## config.mk

```make
export PLATFORM = sky130hd
export DESIGN_NAME = wptr_handler
export DESIGN_NICKNAME = d
export VERILOG_FILES = /design/src/rtl/async_fifo_pkg.sv /design/src/rtl/gray2bin.sv /design/src/rtl/wptr_handler.sv
export SDC_FILE = /design/constraint.sdc
export NUM_CORES = 1
export LEC_CHECK = 0
export CAP_MARGIN = 0
export CORE_MARGIN = 2
export CORE_UTILIZATION = 49
export CTS_BUF_LIST = sky130_fd_sc_hd__clkbuf_4
export CTS_CLUSTER_SIZE = 8
export DETAILED_ROUTE_END_ITERATION = 12
export PLACE_DENSITY = 0.83
export SYNTH_ARGS = -nofsm -noshare
export SYNTH_HDL_FRONTEND = slang
export SYNTH_SLANG_ARGS = --single-unit
```

## constraint.sdc

```tcl
create_clock -name w_clk -period 6.1 [get_ports w_clk]
set_input_delay 0.61 -clock w_clk [delete_from_list [all_inputs] [get_ports w_clk]]
set_output_delay 0.61 -clock w_clk [all_outputs]
set_load 0.1 [all_outputs]
```

## src/rtl/async_fifo_pkg.sv

```systemverilog
// Shared constants and types for the async FIFO pointer handlers.
// Latency: none (declarations only).
// Backpressure: not applicable.
//
// Contents:
//   PTR_WIDTH_DEF : default address width (FIFO depth 2**PTR_WIDTH_DEF)
//   ptr_t         : pointer type at the default width (address bits + wrap bit)
package async_fifo_pkg;

  localparam int PTR_WIDTH_DEF = 3;

  typedef logic [PTR_WIDTH_DEF:0] ptr_t;

endpackage

```

## src/rtl/gray2bin.sv

```systemverilog
// Gray-code to binary converter, parameterized by width.
// Latency: purely combinational.
// Backpressure: not applicable.
//
// Ports:
//   gray : Gray-coded input
//   bin  : binary equivalent; each bit is the XOR of all Gray bits at or above it
module gray2bin #(
  parameter int WIDTH = 4
) (
  input  logic [WIDTH-1:0] gray,
  output logic [WIDTH-1:0] bin
);

  for (genvar i = 0; i < WIDTH; i++) begin : g_bit
    assign bin[i] = ^gray[WIDTH-1:i];
  end

endmodule

```

## src/rtl/wptr_handler.sv

```systemverilog
// Write-side pointer and flag logic for an asynchronous FIFO.
// Latency: pointers and flags register on the w_clk edge that accepts a write; w_mem_en is combinational.
// Backpressure: writes are refused (w_mem_en low, pointers held) while full is set.
//
// Build option: define WPTR_OVERFLOW_EN to add the sticky overflow output.
//
// Ports:
//   w_clk, w_rst_n : write clock, asynchronous active-low reset
//   w_en           : write request
//   g_rptr_sync    : Gray read pointer, already synchronized into w_clk
//   b_wptr         : binary write pointer (low PTR_WIDTH bits address memory)
//   g_wptr         : Gray write pointer for the read-side synchronizer
//   w_mem_en       : memory write strobe
//   full           : FIFO full
//   almost_full    : fill level >= AFULL_THRESH
//   w_level        : fill level, 0..2**PTR_WIDTH
//   overflow       : sticky write-while-full flag (WPTR_OVERFLOW_EN only)
module wptr_handler
  import async_fifo_pkg::*;
#(
  parameter int PTR_WIDTH    = PTR_WIDTH_DEF,
  parameter int AFULL_THRESH = 6
) (
  input  logic               w_clk,
  input  logic               w_rst_n,
  input  logic               w_en,
  input  logic [PTR_WIDTH:0] g_rptr_sync,
  output logic [PTR_WIDTH:0] b_wptr,
  output logic [PTR_WIDTH:0] g_wptr,
  output logic               w_mem_en,
  output logic               full,
  output logic               almost_full,
  output logic [PTR_WIDTH:0] w_level
`ifdef WPTR_OVERFLOW_EN
  ,
  output logic               overflow
`endif
);

  localparam logic [PTR_WIDTH:0] AFULL_LVL = (PTR_WIDTH + 1)'(AFULL_THRESH);

  logic [PTR_WIDTH:0] b_wptr_next;
  logic [PTR_WIDTH:0] g_wptr_next;
  logic [PTR_WIDTH:0] rbin;
  logic [PTR_WIDTH:0] level_next;
  logic [PTR_WIDTH:0] g_rptr_full;

  // Gating with w_rst_n keeps the memory from being written while reset is held.
  assign w_mem_en    = w_en && !full && w_rst_n;

  assign b_wptr_next = b_wptr + {{PTR_WIDTH{1'b0}}, w_mem_en};
  assign g_wptr_next = (b_wptr_next >> 1) ^ b_wptr_next;

  // Full when the write pointer is one lap ahead of the read pointer: in Gray
  // code that is the top two bits inverted and the rest equal.
  assign g_rptr_full = {~g_rptr_sync[PTR_WIDTH:PTR_WIDTH-1], g_rptr_sync[PTR_WIDTH-2:0]};

  gray2bin #(
    .WIDTH(PTR_WIDTH + 1)
  ) u_rptr_g2b (
    .gray(g_rptr_sync),
    .bin (rbin)
  );

  // Modulo subtraction gives the true fill level since the two pointers never
  // differ by more than one lap.
  assign level_next = b_wptr_next - rbin;

  always_ff @(posedge w_clk or negedge w_rst_n) begin
    if (!w_rst_n) begin
      b_wptr      <= '0;
      g_wptr      <= '0;
      full        <= 1'b0;
      almost_full <= 1'b0;
      w_level     <= '0;
    end else begin
      b_wptr      <= b_wptr_next;
      g_wptr      <= g_wptr_next;
      full        <= (g_wptr_next == g_rptr_full);
      almost_full <= (level_next >= AFULL_LVL);
      w_level     <= level_next;
    end
  end

`ifdef WPTR_OVERFLOW_EN
  always_ff @(posedge w_clk or negedge w_rst_n) begin
    if (!w_rst_n) begin
      overflow <= 1'b0;
    end else if (w_en && full) begin
      overflow <= 1'b1;
    end
  end
`endif

endmodule

```

==> reports/summary.md <==
### Status
- **status** completed

### Drt
- **detailed-route wire length** 1070 um
- **drt first-iter violations** 3
- **total vias in the final route** 434
- **antenna-violating nets left** 0
- **number of detailed-route iterations in the first pass** 2
- **per-cell routed wire length** 11.5 um
- **routed vias/inst** 4.67
- **DR DRC count** 0

### Clock tree
- **H-tree levels** 1
- **TritonCTS clock tree** done
- **# resized after CTS** 0
- **number of buffers added by the clock tree synthesis step** 3
- **count of hold-fix buffers inserted at cts** 0
- **Setup Buffers After CTS** 0
- **clock latency on the worst-skew pair** 270 ps
- **CTS sink count** 13
- **root buffer cell** clkbuf_4
- **clock-pin slew reported for the worst setup and hold paths after clock tree synthesis** 80 ps
- **Clock Path Buffers** 2

### Timing
- **remaining max-slew budget at the tightest pin** 35.3%
- **maximum frequency from static timing analysis** 0.291 GHz
- **slew at the pin with the worst max-slew slack** 967 ps
- **clock skew** 2.68 ps
- **final setup TNS** 0 ps
- **Final Slew Violations** 0
- **setup repair after global routing missed its margin** false
- **shortest clock period the worst path allows after layout** 3440 ps
- **part of the cycle the worst path needs** 56.4%
- **final hold viol count** 0
- **count of endpoints failing setup in the final report** 0

### Setup path
- **register-to-register path setup slack** 3950 ps
- **worst-path maximum fanout** 14
- **r2r startpoint** full
- **RR Endpoint** almost_full
- **crit path launch** w_rst_n
- **worst reg-to-reg path cell count** 8
- **end point of the critical path** w_mem_en
- **startpoint kind of the worst setup timing path** input pin
- **capturing element type of the critical path** output pin
- **critical path class** in2out
- **Data arrival, critical path** 2830 ps
- **data required time at the worst endpoint** 5490 ps

### Floorplanning
- **chip width** 40.7 um
- **total core area** 0.00128 mm2
- **count of standard-cell rows** 13
- **starting utilization of the core area** 51.4%
- **Die Span Y** 40.7 um
- **io pins** 22
- **Die ar.** 0.00166 mm2

### Yosys
- **number of storage elements in the synthesis netlist** 13
- **number of standard cells after synthesis** 54
- **mean instance size in the synthesized netlist** 12.2 um2
- **cell accounting for the most synthesized area** dfrtp_1
- **number of distinct library cells after synthesis** 19
- **total nets after synthesis** 67
- **Seq/Total Area, Yosys** 49.2%
- **top post-synthesis cells by area** dfrtp_1, xnor2_1, ha_1, xor2_1, inv_1
- **synthesized area** 661 um2
- **total number of yosys warnings** 0
- **share of the synthesized area in the top cell type** 49.2%

### Global route
- **GR Util All Layers** 16.3%
- **number of antenna violations at the first check in global routing** 0
- **total grt overflow** 0
- **largest net degree at the start of global routing** 15
- **wire length of the first global-routing pass** 1690 um
- **via count of the first global-routing pass** 402

### Placed design
- **placer's final routability congestion estimate** 0.757
- **buffers added on ports** 21
- **total half-perimeter wirelength after legalization and detailed placement** 901 um

### Job
- **number of maximum-capacitance constraint violations** 0

### Min path
- **Worst Hold Class** reg2reg

### Layout
- **final layout net count** 92
- **ant diodes** 0
- **synthesis-to-layout area growth** 37.7%
- **fraction of final layout cells with drive strength greater than 1** 7.69%

-- sequential cells by signal (all words and copies together) (netlist names) --
name and cells:
b_wptr 4, w_level 4, g_wptr 3, almost_full 1, full 1
-- per-stage QoR --
stage	instances	util (%)	hold slack [ps]	worst slack [ps]	instance area, um2
after detailed placement	89	68.6	589	2620	882
after global routing	93	70.8	629	2500	910
after floorplan	54	-	314	2820	661
after global placement	89	68.6	577	2660	882
final	93	70.8	595	2660	910
after CTS	93	70.8	601	2620	910
-- cells in the mapped netlist --
master and number:
xor2_2 1, nor2b_1 1, o21ai_0 1, buf_4 1, and3b_1 1, fa_1 1, nand2b_1 1, nand3b_1 1
ha_1 5, dfrtp_1 13, xor2_1 4, a211oi_2 1, nand2_1 1, nand3_1 3, or3_1 1, xnor2_1 10
a21boi_0 1, inv_1 6, a21oi_1 1
-- kinds of logic (layout without fill, tap and decap cells) --
kind of cell | Yosys count | in the layout | share of synthesized area [%]
XOR/XNOR | 15 | 15 | 21.0
flip-flops | 13 | 13 | 49.2
AND/OR/NAND/NOR | 9 | 9 | 8.15
buffers and inverters | 7 | 31 | 4.55
adder cells (fa/ha/maj) | 6 | 6 | 12.5
AO/OA/AOI/OAI | 4 | 4 | 4.54
-- final cells by class --
class / instances / area (um2)
fillers: 106 / 375
well taps: 15 / 18.8
inverters: 6 / 22.5
clock buffers: 3 / 22.5
repair buffers: 21 / 210
multi-input cells: 34 / 305
flip-flops and latches: 13 / 325
clock inverters: 1 / 5.00
-- worst min-delay path by stage --
stage	from	endpoint	slack [ps]	depth (start not counted)
final	b_wptr[3]	b_wptr[3]	600	1
after global routing	b_wptr[3]	b_wptr[3]	630	1
after CTS	b_wptr[3]	b_wptr[3]	600	1
after detailed placement	b_wptr[3]	b_wptr[3]	590	1
after global placement	b_wptr[3]	b_wptr[3]	580	1
after floorplan	w_rst_n	almost_full	310	0
-- layer usage --
| layer | track usage [%] | vias to the layer above | routed length [um] |
|---|---|---|---|
| met4 | 5.00 | 0 | 11 |
| met3 | 4.89 | 2 | 40 |
| li1 | - | 221 | - |
| met5 | 0 | - | 0 |
| met2 | 25.4 | 12 | 501 |
| met1 | 21.8 | 199 | 514 |
-- worst max-delay path, cell delays in order --
cell and delay [ps]:
clkdlybuf4s50_1 830, and3b_1 260, clkdlybuf4s50_1 1130
-- cells in the final DEF, fill, tap and decap left out, types with 3 or more instances in the layout --
cell,netlist,final
xor2_1,4,4
xnor2_1,10,10
clkdlybuf4s50_1,0,21
nand3_1,3,3
inv_1,6,6
ha_1,5,5
dfrtp_1,13,13
clkbuf_4,0,3
Power is not shown: default switching activity piles up to over one toggle a cycle in this logic, so the estimate is an artifact.
